$ cat config.mk
export PLATFORM = sky130hd
export DESIGN_NAME = des_sbox_sequencer
export DESIGN_NICKNAME = d
export VERILOG_FILES = /design/src/rtl/des_sbox_sequencer.sv
export SDC_FILE = /design/constraint.sdc
export NUM_CORES = 1
export LEC_CHECK = 0
export ABC_CLOCK_PERIOD_IN_PS = 3990
export BUFFER_PORTS_ARGS = -buffer_cell sky130_fd_sc_hd__buf_4
export CAP_MARGIN = 5
export CORE_ASPECT_RATIO = 1.4
export CORE_MARGIN = 2
export CORE_UTILIZATION = 45
export CTS_CLUSTER_SIZE = 16
export DETAILED_ROUTE_END_ITERATION = 8
export PLACE_DENSITY = 0.74
export SLEW_MARGIN = 20
export SYNTH_ARGS = -nofsm -noshare
export SYNTH_HDL_FRONTEND = slang
export SYNTH_SLANG_ARGS = --single-unit
export TNS_END_PERCENT = 10
$ cat constraint.sdc
create_clock -name clk -period 3.99 [get_ports clk]
set_clock_uncertainty 0.1 [all_clocks]
set_input_delay 0.399 -clock clk [delete_from_list [all_inputs] [get_ports clk]]
set_output_delay 0.399 -clock clk [all_outputs]
set_load 0.02 [all_outputs]
$ cat src/rtl/des_sbox_sequencer.sv
// des_sbox_sequencer: drives one shared S-box port through the eight DES
// S-box evaluations of a round. It captures a 48-bit E(R)^K word, issues
// S1..S8 lookups one per cycle and assembles the 32-bit pre-P result.
// LOOKUP_LAT selects the bank latency: 0 = combinational mux, 1 = registered ROM.
module des_sbox_sequencer #(
  parameter int LOOKUP_LAT = 0
) (
  input  logic        clk,
  input  logic        rst_n,
  input  logic        in_valid_i,
  output logic        in_ready_o,
  input  logic [47:0] in_data_i,
  input  logic        abort_i,
  output logic [2:0]  sb_sel_o,
  output logic [5:0]  sb_in_o,
  output logic        sb_req_o,
  input  logic [3:0]  sb_out_i,
  output logic        out_valid_o,
  input  logic        out_ready_i,
  output logic [31:0] out_data_o
);

  typedef enum logic [1:0] {
    IDLE = 2'd0,
    RUN  = 2'd1,
    DONE = 2'd2
  } state_t;

  state_t      state_q, state_d;
  logic [47:0] in_reg_q, in_reg_d;
  logic [2:0]  iss_q, iss_d;           // index of the next lookup to issue
  logic [2:0]  cap_q, cap_d;           // index of the next result to capture
  logic        iss_done_q, iss_done_d; // all eight lookups issued, waiting on the last result
  logic        pend_q, pend_d;         // a lookup was issued last cycle (registered bank only)
  logic [31:0] out_data_q, out_data_d;
  logic [2:0]  sel_hold_q, sel_hold_d;
  logic [5:0]  sbin_hold_q, sbin_hold_d;

  logic        sb_req_s;
  logic        cap_fire_s;
  logic [47:0] shifted_s;
  logic [5:0]  lookup_in_s;
  logic [4:0]  nib_sh_s;

  // Lookups are issued while running until the eighth one has gone out.
  assign sb_req_s    = (state_q == RUN) && !iss_done_q;
  // Bring the 6-bit group for the current S-box to the top of the word.
  assign shifted_s   = in_reg_q << (6'(iss_q) * 6'd6);
  assign lookup_in_s = shifted_s[47:42];
  // A combinational bank answers in the issue cycle, a ROM one cycle later.
  assign cap_fire_s  = (state_q == RUN) && !abort_i &&
                       ((LOOKUP_LAT == 0) ? sb_req_s : pend_q);
  assign nib_sh_s    = {cap_q, 2'b00};

  assign in_ready_o  = (state_q == IDLE);
  assign out_valid_o = (state_q == DONE);
  assign sb_req_o    = sb_req_s;
  // Between lookups the port shows the last issued select and index.
  assign sb_sel_o    = sb_req_s ? iss_q : sel_hold_q;
  assign sb_in_o     = sb_req_s ? lookup_in_s : sbin_hold_q;
  assign out_data_o  = out_data_q;

  // Next-state logic for the sequencer FSM, counters and result register.
  always_comb begin
    state_d     = state_q;
    in_reg_d    = in_reg_q;
    iss_d       = iss_q;
    cap_d       = cap_q;
    iss_done_d  = iss_done_q;
    pend_d      = 1'b0;
    out_data_d  = out_data_q;
    sel_hold_d  = sel_hold_q;
    sbin_hold_d = sbin_hold_q;

    if (sb_req_s) begin
      sel_hold_d  = iss_q;
      sbin_hold_d = lookup_in_s;
    end else begin
      sel_hold_d  = sel_hold_q;
      sbin_hold_d = sbin_hold_q;
    end

    case (state_q)
      IDLE: begin
        if (in_valid_i && !abort_i) begin
          in_reg_d   = in_data_i;
          iss_d      = 3'd0;
          cap_d      = 3'd0;
          iss_done_d = 1'b0;
          state_d    = RUN;
        end else begin
          state_d    = IDLE;
        end
      end
      RUN: begin
        if (abort_i) begin
          // Drop the partial word; any lookup in flight is forgotten.
          state_d    = IDLE;
          iss_d      = 3'd0;
          cap_d      = 3'd0;
          iss_done_d = 1'b0;
          pend_d     = 1'b0;
        end else begin
          pend_d = sb_req_s;
          if (sb_req_s) begin
            if (iss_q == 3'd7) begin
              iss_done_d = 1'b1;
            end else begin
              iss_d = iss_q + 3'd1;
            end
          end else begin
            iss_d = iss_q;
          end
          if (cap_fire_s) begin
            out_data_d = (out_data_q & ~(32'hF000_0000 >> nib_sh_s)) |
                         ({sb_out_i, 28'd0} >> nib_sh_s);
            if (cap_q == 3'd7) begin
              state_d    = DONE;
              cap_d      = 3'd0;
              iss_d      = 3'd0;
              iss_done_d = 1'b0;
            end else begin
              cap_d = cap_q + 3'd1;
            end
          end else begin
            cap_d = cap_q;
          end
        end
      end
      DONE: begin
        if (abort_i) begin
          state_d = IDLE;
        end else if (out_ready_i) begin
          state_d = IDLE;
        end else begin
          state_d = DONE;
        end
      end
      default: begin
        state_d = IDLE;
      end
    endcase
  end

  // State and datapath registers with asynchronous active-low reset.
  always_ff @(posedge clk or negedge rst_n) begin
    if (!rst_n) begin
      state_q     <= IDLE;
      in_reg_q    <= 48'd0;
      iss_q       <= 3'd0;
      cap_q       <= 3'd0;
      iss_done_q  <= 1'b0;
      pend_q      <= 1'b0;
      out_data_q  <= 32'd0;
      sel_hold_q  <= 3'd0;
      sbin_hold_q <= 6'd0;
    end else begin
      state_q     <= state_d;
      in_reg_q    <= in_reg_d;
      iss_q       <= iss_d;
      cap_q       <= cap_d;
      iss_done_q  <= iss_done_d;
      pend_q      <= pend_d;
      out_data_q  <= out_data_d;
      sel_hold_q  <= sel_hold_d;
      sbin_hold_q <= sbin_hold_d;
    end
  end

endmodule

Word level (Yosys, flattened, before mapping)
Cells that the tools add are included.
Cells by class
  bitwise gates (word level): 4
  shifts and indexed selects: 3
  add/sub/neg operators: 2
  $mul: 1
  equal/unequal tests: 7
  multiplexer cells: 27
  reduce and logical (&&, ||, !) cells: 13
Operator list (number)
  left shift 48 x 6 -> 48 bit: 1
  bitwise AND 32 bit: 1
  inverter 32 bit: 1
  OR 32 bit: 1
  right shift 32 x 5 -> 32 bit: 1
  right shift 32 x 5 -> 32 bit (first input constant): 1
  two-way mux 3 bit: 10
  case mux 3 bit (2 select lines): 2
  two-way mux 2 bit: 5
  two-way mux 1 bit: 7
  adder 3 x 1 -> 3 bit (second input constant): 2
  equality test 3 bit (second input constant): 2
  two-way mux 6 bit: 1
  case mux 2 bit (3 select lines): 1
  AND reduction 2 bit: 3
  AND reduction 3 bit: 2
  multiplier 3 x 2 -> 5 bit (second input constant): 1
  logical AND 1 bit: 4
  inequality test 3 x 2 -> 1 bit (second input constant): 1
  inequality test 3 bit (second input constant): 1
  equality test 2 x 1 -> 1 bit (second input constant): 1
  equality test 2 bit (second input constant): 1
  zero test 1 bit: 2
  zero test 2 bit: 1
  other kinds (4): 4
Word-level totals
  output and inout port bits: 44
  word-level logic and storage cells: 65
  input port bits: 57
  register bits after elaboration: 98

Longest topological paths before layout
Gate-level depths: netlist of run 1.
  depth after elaboration: 7
  depth in mapped cells: 8
  mapped depth without buffers: 7

Worst setup path before layout of run 1
OpenSTA, ideal clock, no wires.
  kind: reg-to-output
  from: register iss_q[1]
  to: output sb_in_o[5]
  cell stages (with the launch flop): 8
  slack: 1.023 ns
  arrival: 2.468 ns
  path buffers: 1
  cells stage by stage: dfrtp_1 ha_1 fa_1 clkbuf_1 mux4_2 mux2_2 a22oi_1 o21ai_1
On the way
  longest elaborated chain between the ends: 3
RTL lines
  start, declared: RTL line 31  | logic [2:0] iss_q, iss_d;
  start signal, assigned: RTL line 160  | iss_q <= iss_d;
  multiplier 3 x 2 -> 5 bit: RTL line 48  | assign shifted_s = in_reg_q << (6'(iss_q) * 6'd6);
  left shift 48 x 6 -> 48 bit: RTL line 48
  two-way mux 6 bit
  end, declared: RTL line 15  | output logic [5:0] sb_in_o,
No other way between the ends.

Final worst setup path of run 1
  from: register iss_q[1]
  to: output sb_in_o[4]
The elaborated chain is that of the path after synthesis.

==> impl_results.md, run 1 <==
* Sequential share of the synthesized area at 0.484
* Global route total overflow at 0
* Seq cells post-synth at 98
* Minimum clock period after layout at 3.61 ns
* Max Fclk at 0.277 GHz
* Combinational Power Share at 0.347
* Setup Fix Bufs, Post-CTS at 0
* Hold crit path type: input port to async pin
* Initial DRC count at 161
* Synth Flop Type: dfrtp_1
* Final WS setup at 0.380 ns
* Hold_buf cts at 0
* DRC viols at 0
* Reg power frac at 0.396
* First-pass GRT wire length at 19000 um
* Synth Area in Simple Gates at 0.0884
* Routed Antenna Nets at 0
* Top area cells in the synthesized netlist: dfrtp_1 48%, mux2_2 12%, mux4_2 10%
* I/O pin cnt at 101
* Req. time, crit path at 3.49 ns
* Net switching power at 1.05 mW
* Pleak at 2.74 nW
* Area Overhead vs Synth at 22.4%
* Fin. max-slew vios at 0
* Tcrit/Tclk final at 0.905
* Synth Area in Compound Gates at 0.104
* Vias in the first global route at 3721
* Async set-reset flop share out of synthesis at 1.00
* XOR/XNOR Fraction of Synth Area at 0.00667
* Final setup fails at 0
* Post-cts resize count at 0
* Rel. slew slack at 0.369
* Place WS at 0.738 ns
* Hold slack at 0.113 ns
* Post-Synthesis Cells at 386
* Routed wire length at 11500 um
* Initial antenna violation count at 0
* Clock Tree Buf Depth at 2
* Gpl congestion at 0.903
* Post-synth EDFFs at 0
* WL/cell at 18.4 um
* H-tree depth at 3
* Top cell type by total area after synthesis: dfrtp_1
* Clock power share at 0.257
* Cell area after synthesis at 0.00507 mm2
* Dpl hpwl at 8360 um
* Critical Path Fanout Max at 10
* Synth Area in Adders at 0.0262
* Worst-Margin Slew at 0.946 ns
* Reported max-cap violation count at 0
* GR Util All Layers at 0.201
* Status: finished, final reports clean
* Main combinational cell family by area after synthesis: multiplexers
* Synth Net Count at 453
* CTS tree: built
* Diode count at 0
* Inserted Clock Buffers at 9
* Power Dens Cells at 534 mW/mm2
* Switching part of the total power at 0.317
* Die X at 93.7 um
* Setup TNS at 0 ns
* Clock sink total at 98
* Critical path launch point type: flip-flop
* Critical Path End Type: primary output
* Worst vdd ir at 0.344 mV
* Initial Util at 0.464
* Clock Pin Slew Worst Setup and Hold Paths at 0.06 ns
* Drt pass-1 iters at 4
* Die Ht at 130 um
* Final layout net count at 547
* Hold Vio Cnt, Final at 0
* Share of the synthesized area in the top cell type at 0.484
* RSZ-0062 raised after global routing: no
* Worst Setup Path Type: flip-flop to primary output
* Clk root buf: clkbuf_16
* Port Buf Inserts at 100
* Via density at 5.79
* Number of cell rows at 45
* Clk_lat worst skew at 0.34 ns
* Cell-internal power at 2.26 mW
* Die area at 0.0121 mm2
* Synth cell types at 49
* Critical Path AT at 3.11 ns
* Mean area per synthesized cell at 13.1 um2
* Largest net degree at the start of global routing at 76
* Warnings, synthesis at 0
* Vias at 3617
* Layout cell share with drive strength beyond 1 at 0.426
* Core Area at 0.0109 mm2
* Overall power at 3.31 mW
* Multiplexer share of the synthesized area at 0.257
kinds of logic after synthesis:
group           after synthesis
simple gates                 78
fa+ha+maj                    10
compound gates               69
mux                          95
flops                        98
xor+xnor                      3
buf+inv                      33
cell usage after synthesis (2+ instances only):
cell,number
buf_6,3
mux2_2,52
or3_1,2
clkinv_1,2
buf_1,3
clkbuf_1,4
nand2_1,31
o21ai_0,13
mux2i_1,20
nor2b_1,4
nand2b_1,2
a21oi_1,8
a32o_1,13
or3_4,2
buf_2,9
nor2_1,15
a221oi_1,3
inv_1,7
a31oi_1,2
nor3_4,6
ha_1,9
a22oi_1,2
a221o_1,2
a311oi_1,2
nand3b_1,3
mux4_2,23
buf_4,3
nand3_1,6
dfrtp_1,98
a22o_1,18
critical path: stages, from the launching register on:
cell and delay [ns]:
dfrtp_1 0.45, ha_1 0.28, fa_1 0.78, inv_2 0.21, mux4_2 0.45, or3_1 0.32, nand4_1 0.13, buf_4 0.16
stage by stage:
stage                     utilization  area [um2]  cells
final                           0.568        6200    625
after global routing            0.568        6200    625
after floorplan                     -        5070    386
after global placement          0.542        5920    610
after detailed placement        0.542        5920    610
after CTS                       0.568        6200    625
state kept, by name, indices dropped and copies added, names as in the netlist:
register     flops
sel_hold_q       3
iss_q            3
iss_done_q       1
sbin_hold_q      6
in_reg_q        48
cap_q            3
state_q          2
out_data_o      32
power groups by stage:
| stage | sequential (mW) | clock [mW] | combinational [mW] |
|---|---|---|---|
| after floorplan | 1.34 | 0 | 0.772 |
| after global placement | 1.32 | 0 | 1.13 |
| after detailed placement | 1.33 | 0 | 1.15 |
| after CTS | 1.31 | 0.874 | 1.16 |
| after global routing | 1.34 | 0.913 | 1.25 |
| final | 1.31 | 0.851 | 1.15 |
area by class of cell:
class                   count  area (um2)
clock inverters             2        37.5
clock buffers              13         250
well taps                 141         176
repair buffers            106         796
flip-flops and latches     98        2450
multi-input cells         255        2450
inverters                  10        37.5
fillers                   946        4720
cells in the final DEF (no fill, tap or decap), types with 3 or more instances in the layout:
cell / netlist / layout
clkbuf_1: 4 / 3
nor2b_1: 4 / 4
dfrtp_1: 98 / 97
buf_4: 3 / 106
nor2_1: 15 / 15
inv_1: 7 / 7
a32o_1: 13 / 13
nand3b_1: 3 / 3
o21ai_0: 13 / 13
mux2i_1: 20 / 20
a22o_1: 18 / 18
a221oi_1: 3 / 3
a21oi_1: 8 / 8
ha_1: 9 / 9
clkbuf_16: 0 / 9
nor3_4: 6 / 6
mux2_2: 52 / 52
nand3_1: 6 / 6
mux4_2: 23 / 23
nand2_1: 31 / 31
per-layer routing:
metal	track usage	vias to the layer above	share of wire
met1	0.238	1829	0.39
met5	0	-	0
met3	0.0413	23	0.054
li1	-	1649	-
met2	0.355	116	0.53
met4	0.0801	0	0.028
worst paths after layout:
path                                    startpoint  cells after the start                          to  slack (ns)
setup / recovery              iss_q[1]$_DFFE_PN0P_                      7                  sb_in_o[4]        0.38
min in group clk                           abort_i                      2      state_q[0]$_DFFE_PN0P_        0.18
max in group asynchronous                    rst_n                      2     in_reg_q[8]$_DFFE_PN0P_        2.82
hold / removal                               rst_n                      1  out_data_o[17]$_DFFE_PN0P_        0.11
setup reg to reg              iss_q[1]$_DFFE_PN0P_                      7    sbin_hold_q[2]$_DFF_PN0_        1.17
hold reg to reg            sel_hold_q[0]$_DFF_PN0_                      2     sel_hold_q[0]$_DFF_PN0_        0.38
(Power assumes the default switching activity.)
==> inputs of run 2 (changes only) <==
--- a/config.mk
+++ b/config.mk
@@ -7,2 +7,3 @@
 export LEC_CHECK = 0
+export ABC_AREA = 1
 export ABC_CLOCK_PERIOD_IN_PS = 3990
==> constraint.sdc (replaced) <==
create_clock -name clk -period 3.99 [get_ports clk]
set_clock_uncertainty 0.1 [all_clocks]
set_input_delay 0.1995 -clock clk [delete_from_list [all_inputs] [get_ports clk]]
set_output_delay 0.1995 -clock clk [all_outputs]
set_load 0.01 [all_outputs]
==> impl_results.md, run 2 <==
* Status: finished, final reports clean
* Mean area per synthesized cell at 7.59 um2 (-42%)
* Worst R2R End: sbin_hold_q[3]$_DFF_PN0_
* Hold crit path type: input port to flip-flop
* Critical path origin: iss_q[1]$_DFFE_PN0P_
* Top cell type by total area after synthesis: dfrtp_1
* Routed Antenna Nets at 0 (unchanged)
* RSZ-0062 raised after global routing: no
* Number of cell rows at 46 (+2.2%)
* Post-synth top cells: 225 x nand2_1, 110 x nand3_1, 98 x dfrtp_1
* Worst vdd ir at 0.285 mV (-17%)
* Core Area at 0.0114 mm2 (+4.3%)
* I/O pin cnt at 101 (unchanged)
* Setup TNS at 0 ns (unchanged)
* Final setup fails at 0 (unchanged)
* Switching part of the total power at 0.422 (+0.105)
* Gpl congestion at 0.961 (+6.5%)
* Worst-Margin Slew at 1.04 ns (+0.0950 ns)
* Clk_lat worst skew at 0.36 ns (+0.02 ns)
* Combinational Power Share at 0.449 (+0.102)
* DRC viols at 0 (unchanged)
* H-tree depth at 3 (unchanged)
* GR Util All Layers at 0.257 (+0.0560)
* Hold_buf cts at 50 (+50)
* Layout cell share with drive strength beyond 1 at 0.167 (-0.258)
* Multi-input logic area at 0.00241 mm2 (-1.8%)
* Worst Reg-to-Reg Cells at 8 (+1)
* Synth cell types at 34 (-31%)
* Vias at 5161 (+43%)
* Die area at 0.0126 mm2 (+4.2%)
* Req. time, crit path at 3.69 ns (+0.20 ns)
* Synth Net Count at 764 (+69%)
* Max Fclk at 0.278 GHz (+0.35%)
* Hold slack at 0.0268 ns (-0.0867 ns)
* Vias in the first global route at 5340 (+44%)
* Seq cells post-synth at 98 (unchanged)
* Critical Path End Type: primary output
* Most common cell in the netlist: nand2_1
* CTS tree: built
* Post-synth EDFFs at 0 (unchanged)
* Commonest cells after routing, fill and taps aside: 225 x nand2_1, 110 x nand3_1, 104 x buf_4, 98 x dfrtp_1, 63 x o21ai_0
* Final layout net count at 893 (+63%)
* Inserted Clock Buffers at 9 (unchanged)
* Clock Pin Slew Worst Setup and Hold Paths at 0.07 ns (about the same)
* Sequential share of the synthesized area at 0.464 (-0.0200)
* Reg power frac at 0.324 (-0.072)
* Via density at 5.29 (-8.5%)
* Tcrit/Tclk final at 0.902 (-0.00312)
* Post-cts resize count at 0 (unchanged)
* Largest net degree at the start of global routing at 71 (-6.6%)
* Largest reg by FF count: in_reg_q
* Global route total overflow at 0 (unchanged)
* Fin. max-slew vios at 0 (unchanged)
* WL/cell at 15.9 um (-14%)
* Pleak at 3.45 nW (+26%)
* Port Buf Inserts at 100 (unchanged)
* Reg2Reg Setup Slack at 1.01 ns (-0.16 ns)
* Initial DRC count at 276 (+71%)
* CP Capture Point: sb_in_o[3]
* Largest register FFs at 48 (unchanged)
* Cell-internal power at 2.35 mW (+3.7%)
* Minimum clock period after layout at 3.60 ns (-0.0125 ns)
* Power Dens Cells at 594 mW/mm2 (+11%)
* Fill cell count at 1025 (+8.4%)
* Overall power at 4.06 mW (+23%)
* Routed wire length at 15500 um (+34%)
* Synth Flop Type: dfrtp_1
* Place WS at 0.783 ns (+0.0450 ns)
* Rel. slew slack at 0.305 (-0.0643)
* Clock sink total at 98 (unchanged)
* Warnings, synthesis at 0 (unchanged)
* Setup Fix Bufs, Post-CTS at 0 (unchanged)
* Async set-reset flop share out of synthesis at 1.00 (unchanged)
* Post-Synthesis Cells at 697 (+81%)
* Die Ht at 132 um (+2.1%)
* Commonest non-fill, non-tap cell in the layout: nand2_1
* Reported max-cap violation count at 0 (unchanged)
* Die X at 95.6 um (+2.0%)
* Clk root buf: clkbuf_16
* Seq. cell area at 0.00245 mm2 (about the same)
* Critical Path AT at 3.30 ns (+0.19 ns)
* Diode count at 0 (unchanged)
* Initial antenna violation count at 0 (unchanged)
* Initial Util at 0.464 (about the same)
* Critical Path Fanout Max at 21 (+11)
* Critical path launch point type: flip-flop
* Drt pass-1 iters at 5 (+1)
* Worst Setup Path Type: flip-flop to primary output
* Final WS setup at 0.392 ns (+0.0125 ns)
* Crit Reg-Reg Startpoint: iss_q[1]$_DFFE_PN0P_
* Clock power share at 0.227 (-0.030)
* Cell area after synthesis at 0.00529 mm2 (+4.3%)
* Net switching power at 1.71 mW (+63%)
* Area Overhead vs Synth at 29.2%
* Util after Layout at 0.600 (+0.0317)
* First-pass GRT wire length at 25500 um (+35%)
* Top area cells in the synthesized netlist: dfrtp_1 46%, nand2_1 16%, nand3_1 10%
* Share of the synthesized area in the top cell type at 0.464 (-0.0200)
* Dpl hpwl at 10700 um (+28%)
* Clock Tree Buf Depth at 2 (unchanged)
* Hold Vio Cnt, Final at 0 (unchanged)
* Worst Hold Launch: in_data_i[32]
[run 2: worst min-delay path by stage]
stage                                          end  slack [ns]  cells past startpoint
after global routing      in_reg_q[32]$_DFFE_PN0P_        0.04                      3
after floorplan               cap_q[0]$_DFFE_PN0P_       -0.20                      0
after global placement    in_reg_q[11]$_DFFE_PN0P_        0.26                      1
after detailed placement  in_reg_q[47]$_DFFE_PN0P_        0.27                      1
final                     in_reg_q[32]$_DFFE_PN0P_        0.03                      3
after CTS                 in_reg_q[32]$_DFFE_PN0P_       0.003                      3
[run 2: routing by layer]
metal	track usage	wire length, um
met2	0.439	7910
met1	0.307	6250
met5	0	0
met3	0.0457	750
met4	0.120	561
[run 2: power groups by stage]
stage	registers (mW)	clock network, mW	logic, mW
2_1_floorplan	1.31	0	1.27
3_3_place_gp	1.32	0	1.74
3_5_place_dp	1.32	0	1.76
4_1_cts	1.31	0.936	1.81
5_1_grt	1.34	0.979	2.04
6_report	1.32	0.922	1.82
[run 2: critical path, stage by stage, from the launching register on]
cell	delay [ns]
dfrtp_1	0.43
ha_1	0.27
fa_1	1.07
inv_2	0.26
nor2_1	0.18
nand3_1	0.09
nand3_1	0.08
nand3_1	0.10
a21oi_1	0.29
buf_4	0.18
[run 2: cells by family (layout without fill, tap and decap cells)]
kind of cell | after synthesis | after routing | share of synthesized area
xor+xnor | 1 | 1 | 0.00166
simple gates | 391 | 391 | 0.319
compound gates | 111 | 111 | 0.110
fa+ha+maj | 10 | 10 | 0.0251
flops | 98 | 98 | 0.464
buf+inv | 86 | 220 | 0.0807
[run 2: cell type report]
class	count	share of cell area
Multi-Input combinational cell	513	0.352
Sequential cell	98	0.359
Inverter	50	0.0280
Tap cell	144	0.0264
Clock buffer	9	0.0330
Timing Repair Buffer	154	0.188
Clock inverter	7	0.0137
[run 2: through the flow]
step                cell area [um2]  std cells
finish                         6830        975
global route                   6830        975
CTS                            6830        975
detailed placement             6010        909
global placement               6010        909
floorplan                      5290        697
